$ cat src/rtl/btn_pulse_sched.sv
// Two-button press scheduler: debounces each raw input and latches clean presses as pending requests.
// Requests are served one at a time on a single-cycle pulse channel, using round-robin and a lockout gap.
module btn_pulse_sched #(
  parameter int SYNC_STAGES = 3,
  parameter int LOCKOUT     = 4,
  parameter int CNT_W       = 8
) (
  input  logic             clk_200H,
  input  logic             rst,
  input  logic             inp_0,
  input  logic             inp_1,
  output logic             pulse_out,
  output logic             pulse_src,
  output logic             busy,
  output logic [1:0]       pend,
  output logic [CNT_W-1:0] cnt_0,
  output logic [CNT_W-1:0] cnt_1
);

  localparam int LCW = (LOCKOUT > 2) ? $clog2(LOCKOUT) : 1;

  typedef enum logic [1:0] {
    S_IDLE = 2'd0,
    S_FIRE = 2'd1,
    S_LOCK = 2'd2
  } state_t;

  state_t           state_reg, state_next;
  logic [LCW-1:0]   lock_reg, lock_next;
  logic [1:0]       inp_raw;
  logic [1:0]       stable_reg, stable_next;
  logic [1:0]       press_evt;
  logic [1:0]       pend_reg, pend_next;
  logic [1:0]       grant_clr;
  logic             gnt;
  logic             rr_reg, rr_next;
  logic             src_reg, src_next;
  logic             pulse_reg, busy_reg;
  logic [CNT_W-1:0] cnt0_reg, cnt0_next;
  logic [CNT_W-1:0] cnt1_reg, cnt1_next;

  assign inp_raw = {inp_1, inp_0};

  // Stable flag only moves when the whole window agrees; mixed windows hold it.
  generate
    for (genvar gi = 0; gi < 2; gi++) begin : g_deb
      logic [SYNC_STAGES-1:0] sr_reg;

      always_ff @(posedge clk_200H or posedge rst) begin
        if (rst) sr_reg <= '0;
        else     sr_reg <= {sr_reg[SYNC_STAGES-2:0], inp_raw[gi]};
      end

      assign stable_next[gi] = (&sr_reg)  ? 1'b1 :
                               (~|sr_reg) ? 1'b0 : stable_reg[gi];
    end
  endgenerate

  assign press_evt = stable_next & ~stable_reg;
  // A press on the grant edge survives the clear.
  assign pend_next = (pend_reg & ~grant_clr) | press_evt;

  always_comb begin
    state_next = state_reg;
    lock_next  = lock_reg;
    grant_clr  = 2'b00;
    gnt        = 1'b0;
    rr_next    = rr_reg;
    src_next   = src_reg;
    cnt0_next  = cnt0_reg;
    cnt1_next  = cnt1_reg;
    case (state_reg)
      S_IDLE: begin
        if (pend_reg != 2'b00) begin
          gnt       = (pend_reg == 2'b11) ? rr_reg : pend_reg[1];
          grant_clr = gnt ? 2'b10 : 2'b01;
          if (gnt) cnt1_next = cnt1_reg + CNT_W'(1);
          else     cnt0_next = cnt0_reg + CNT_W'(1);
          src_next   = gnt;
          rr_next    = ~gnt;
          state_next = S_FIRE;
        end
      end
      S_FIRE: begin
        if (LOCKOUT == 0) begin
          state_next = S_IDLE;
        end else begin
          state_next = S_LOCK;
          lock_next  = LCW'(LOCKOUT - 1);
        end
      end
      S_LOCK: begin
        if (lock_reg == '0) state_next = S_IDLE;
        else                lock_next  = lock_reg - LCW'(1);
      end
      default: state_next = S_IDLE;
    endcase
  end

  always_ff @(posedge clk_200H or posedge rst) begin
    if (rst) begin
      state_reg  <= S_IDLE;
      lock_reg   <= '0;
      stable_reg <= 2'b00;
      pend_reg   <= 2'b00;
      rr_reg     <= 1'b0;
      src_reg    <= 1'b0;
      cnt0_reg   <= '0;
      cnt1_reg   <= '0;
      pulse_reg  <= 1'b0;
      busy_reg   <= 1'b0;
    end else begin
      state_reg  <= state_next;
      lock_reg   <= lock_next;
      stable_reg <= stable_next;
      pend_reg   <= pend_next;
      rr_reg     <= rr_next;
      src_reg    <= src_next;
      cnt0_reg   <= cnt0_next;
      cnt1_reg   <= cnt1_next;
      // Outputs come straight from flops so downstream sees no decode glitches.
      pulse_reg  <= (state_next == S_FIRE);
      busy_reg   <= (state_next != S_IDLE);
    end
  end

  assign pulse_out = pulse_reg;
  assign pulse_src = src_reg;
  assign busy      = busy_reg;
  assign pend      = pend_reg;
  assign cnt_0     = cnt0_reg;
  assign cnt_1     = cnt1_reg;

endmodule

$ cat config.mk
export PLATFORM = sky130hd
export DESIGN_NAME = btn_pulse_sched
export DESIGN_NICKNAME = d
export VERILOG_FILES = /design/src/rtl/btn_pulse_sched.sv
export SDC_FILE = /design/constraint.sdc
export NUM_CORES = 1
export LEC_CHECK = 0
export CAP_MARGIN = 20
export CELL_PAD_IN_SITES_DETAIL_PLACEMENT = 1
export CELL_PAD_IN_SITES_GLOBAL_PLACEMENT = 2
export CORE_MARGIN = 5
export CORE_UTILIZATION = 36
export DETAILED_ROUTE_END_ITERATION = 8
export GPL_TIMING_DRIVEN = 0
export PLACE_DENSITY = 0.9
export SLEW_MARGIN = 40
export SYNTH_ARGS = -nofsm -noshare
export SYNTH_HDL_FRONTEND = slang
export SYNTH_SLANG_ARGS = --single-unit
$ cat constraint.sdc
create_clock -name clk_200H -period 2.5 [get_ports clk_200H]
set_clock_uncertainty 0.1 [all_clocks]
set_input_delay 0.25 -clock clk_200H [delete_from_list [all_inputs] [get_ports clk_200H]]
set_output_delay 0.25 -clock clk_200H [all_outputs]
set_load 0.02 [all_outputs]
==> impl_metrics.yaml <==
place:
  dp.cells: 184
  hpwl_um: 1970
  gp_congestion: 0.712
  numPortBuffers: 24
synthesis:
  synthesis.nets: 119
  synthMuxAreaShare_pct: 2.42
  synth_xor_area_share_pct: 8.78
  synthSimpleGateAreaFrac_pct: 11.5
  synth_cell_type_count: 24
  synthAdderAreaFrac_pct: 2.69
  yosys_register_bits: 34
  synth_top_family_by_area: "simple AND/OR/NAND/NOR gates"
  seq_area_frac_synth_pct: 60.9
  synthCells: 112
  syn-cell-area_um2: 1400
  synth_compound_area_share_pct: 9.32
  yosys_warnings: 0
  syn_avg_cell_area_um2: 12.5
floorplan:
  die_w_um: 72.3
  rows: 22
  fp.dieArea_um2: 5220
  core_region_area_um2: 3720
  dieHeight_um: 72.3
  ios: 25
  initial_utilization_pct: 37.6
clock_tree:
  clockBufferDepth: 2
  root_buffer: "clkbuf_8"
  post_cts_buffers: 0
  clock-sinks: 34
  cts_made_buffers: 5
  cts_tree: "yes"
  path_clk_slew_ps: 60
  h-tree-depth: 2
  cts_resized: 0
  clk_latency_ps: 280
  cts_hold_buf: 0
detailed_routing:
  drtAntennaViolNets: 0
  dr.pass1.iters: 2
  wl_per_cell_um: 14.4
  drt-initial-drc-count: 28
  viasPerCell: 4.84
  vias: 925
  drcViolationCount: 0
  routed_wl_um: 2760
power:
  p_total_w: 0.00204
  power_density_nw_per_um2: 1150
  ir_drop_mv: 0.543
  p_leak_nw: 0.801
setup_path:
  reg2reg_from: "pend[1]$_DFF_PP0_"
  crit_slowest_cell: "clkdlybuf4s50_1"
  critPathKind: "reg -> out"
  arrival_ps: 1390
  crit_chain: "clkdlybuf4s50_1"
  crit_family: "buffers and inverters"
  start_kind: "flip-flop"
  worstPathMaxFanout: 5
  cp-startpoint: "pend[1]$_DFF_PP0_"
  crit_buf_inv: 1
  worstSetupEndpointType: "output port"
  cp_slowest_stage_delay_ps: 650
  crit_required_ps: 2150
global_route:
  grt.met2_usage_pct: 19.3
  antenna_found_initial: 0
  grt_pass1_wl_um: 4750
  grt_use_met1_pct: 13.8
  grt.total_usage_pct: 12.2
  grt_start_max_net_pins: 35
  grt_pass1_vias: 1023
  top_usage_layer: "met2"
  grt_util_met3_pct: 5.96
  grt-ovfl-total: 0
timing:
  max_freq_ghz: 0.575
  fin_hold_ws_ps: 277
  drv_slew: 0
  setup_violations: 0
  finalCriticalPeriod_ps: 1740
  maxSlewHeadroom_pct: 54.0
  totalNegativeSetupSlack_ps: 0
  hold_viol: 0
  finalCritPeriodShare_pct: 69.6
  rsz0062_at_grt: "no"
  worstMarginPinSlew_ps: 688
outcome:
  outcome: "finished, final reports clean"
cells_and_area:
  nets: 150
  final_cell_mix: "34 x dfrtp_1, 24 x clkdlybuf4s50_1, 12 x xnor2_1"
  drive_above_1_share_pct: 11.9
  n_antenna_cell: 0
  seq_area_um2: 851
  fin_cells: 191
  multi_input_area_um2: 484
  fillers: 417
  final_common_cell: "dfrtp_1"
  syn2layout_area_growth_pct: 27.0
job:
  maxCapViolCount: 0
worst_hold_path:
  hold_start: "g_deb[0].sr_reg[1]$_DFF_PP0_"
  min_path_type: "reg -> reg"
## synth_stat cells
cell | instances | area (um^2)
a21o_2 | 1 | 8.76
o22a_1 | 3 | 26.3
a21oi_1 | 2 | 10.0
inv_1 | 8 | 30.0
o32ai_1 | 2 | 17.5
nor2_1 | 7 | 26.3
nand3_1 | 6 | 30.0
buf_2 | 1 | 5.00
and2_1 | 4 | 25.0
xnor2_1 | 12 | 105
dfrtp_1 | 34 | 851
nand2b_1 | 1 | 6.26
ha_1 | 3 | 37.5
nand2_1 | 6 | 22.5
buf_6 | 2 | 22.5
xor2_1 | 2 | 17.5
mux2_2 | 3 | 33.8
inv_2 | 1 | 3.75
o21ai_0 | 6 | 30.0
o211a_1 | 1 | 10.0
nand4_2 | 2 | 25.0
nand4_1 | 2 | 12.5
and3_1 | 2 | 12.5
a2111oi_4 | 1 | 27.5
## final cells by class
class | count | area share, %
buffer | 3 | 1.55
clock buffer | 7 | 4.30
inverter | 9 | 1.91
multi-input combinational | 66 | 27.3
sequential | 34 | 48.0
tap | 48 | 3.39
timing repair buffer | 24 | 13.5
## per-stage QoR
step	setup WS [ps]	cell area [um^2]	utilization (%)
6_report	761	1770	47.7
3_3_place_gp	662	1700	45.7
3_5_place_dp	894	1700	45.7
5_1_grt	716	1770	47.7
4_1_cts	740	1770	47.7
2_1_floorplan	956	1400	-
## power breakdown
group	leakage, nW	switching [W]	internal (W)	total (W)
logic	0.343	0.000406	0.000400	0.000807
registers	0.420	0.000159	0.000705	0.000864
clock network	0.0383	0.000178	0.000191	0.000370
total	0.801	0.000744	0.00130	0.00204
## routing by layer
metal	up-vias	routed length (um)
met5	-	0
met4	0	44
met3	5	128
met2	15	1430
met1	469	1150
li1	436	-
## logic make-up (layout without fill, tap and decap cells)
family | count (synthesis) | in the layout
flops | 34 | 34
simple gates | 30 | 30
compound gates | 16 | 16
xor+xnor | 14 | 14
buf+inv | 12 | 43
fa+ha+maj | 3 | 3
mux | 3 | 3
## path summary, 6_finish.rpt
path / endpoint / slack [ps] / depth (start not counted)
setup reg to reg: cnt_0[3]$_DFFE_PP0P_ / 930 / 4
min in group asynchronous: pend[0]$_DFF_PP0_ / 290 / 2
max in group asynchronous: cnt_1[0]$_DFFE_PP0P_ / 1570 / 2
hold / removal: g_deb[0].sr_reg[2]$_DFF_PP0_ / 280 / 0
hold reg to reg: g_deb[0].sr_reg[2]$_DFF_PP0_ / 280 / 0
setup / recovery: pend[1] / 760 / 1
(Power assumes the default switching activity.)
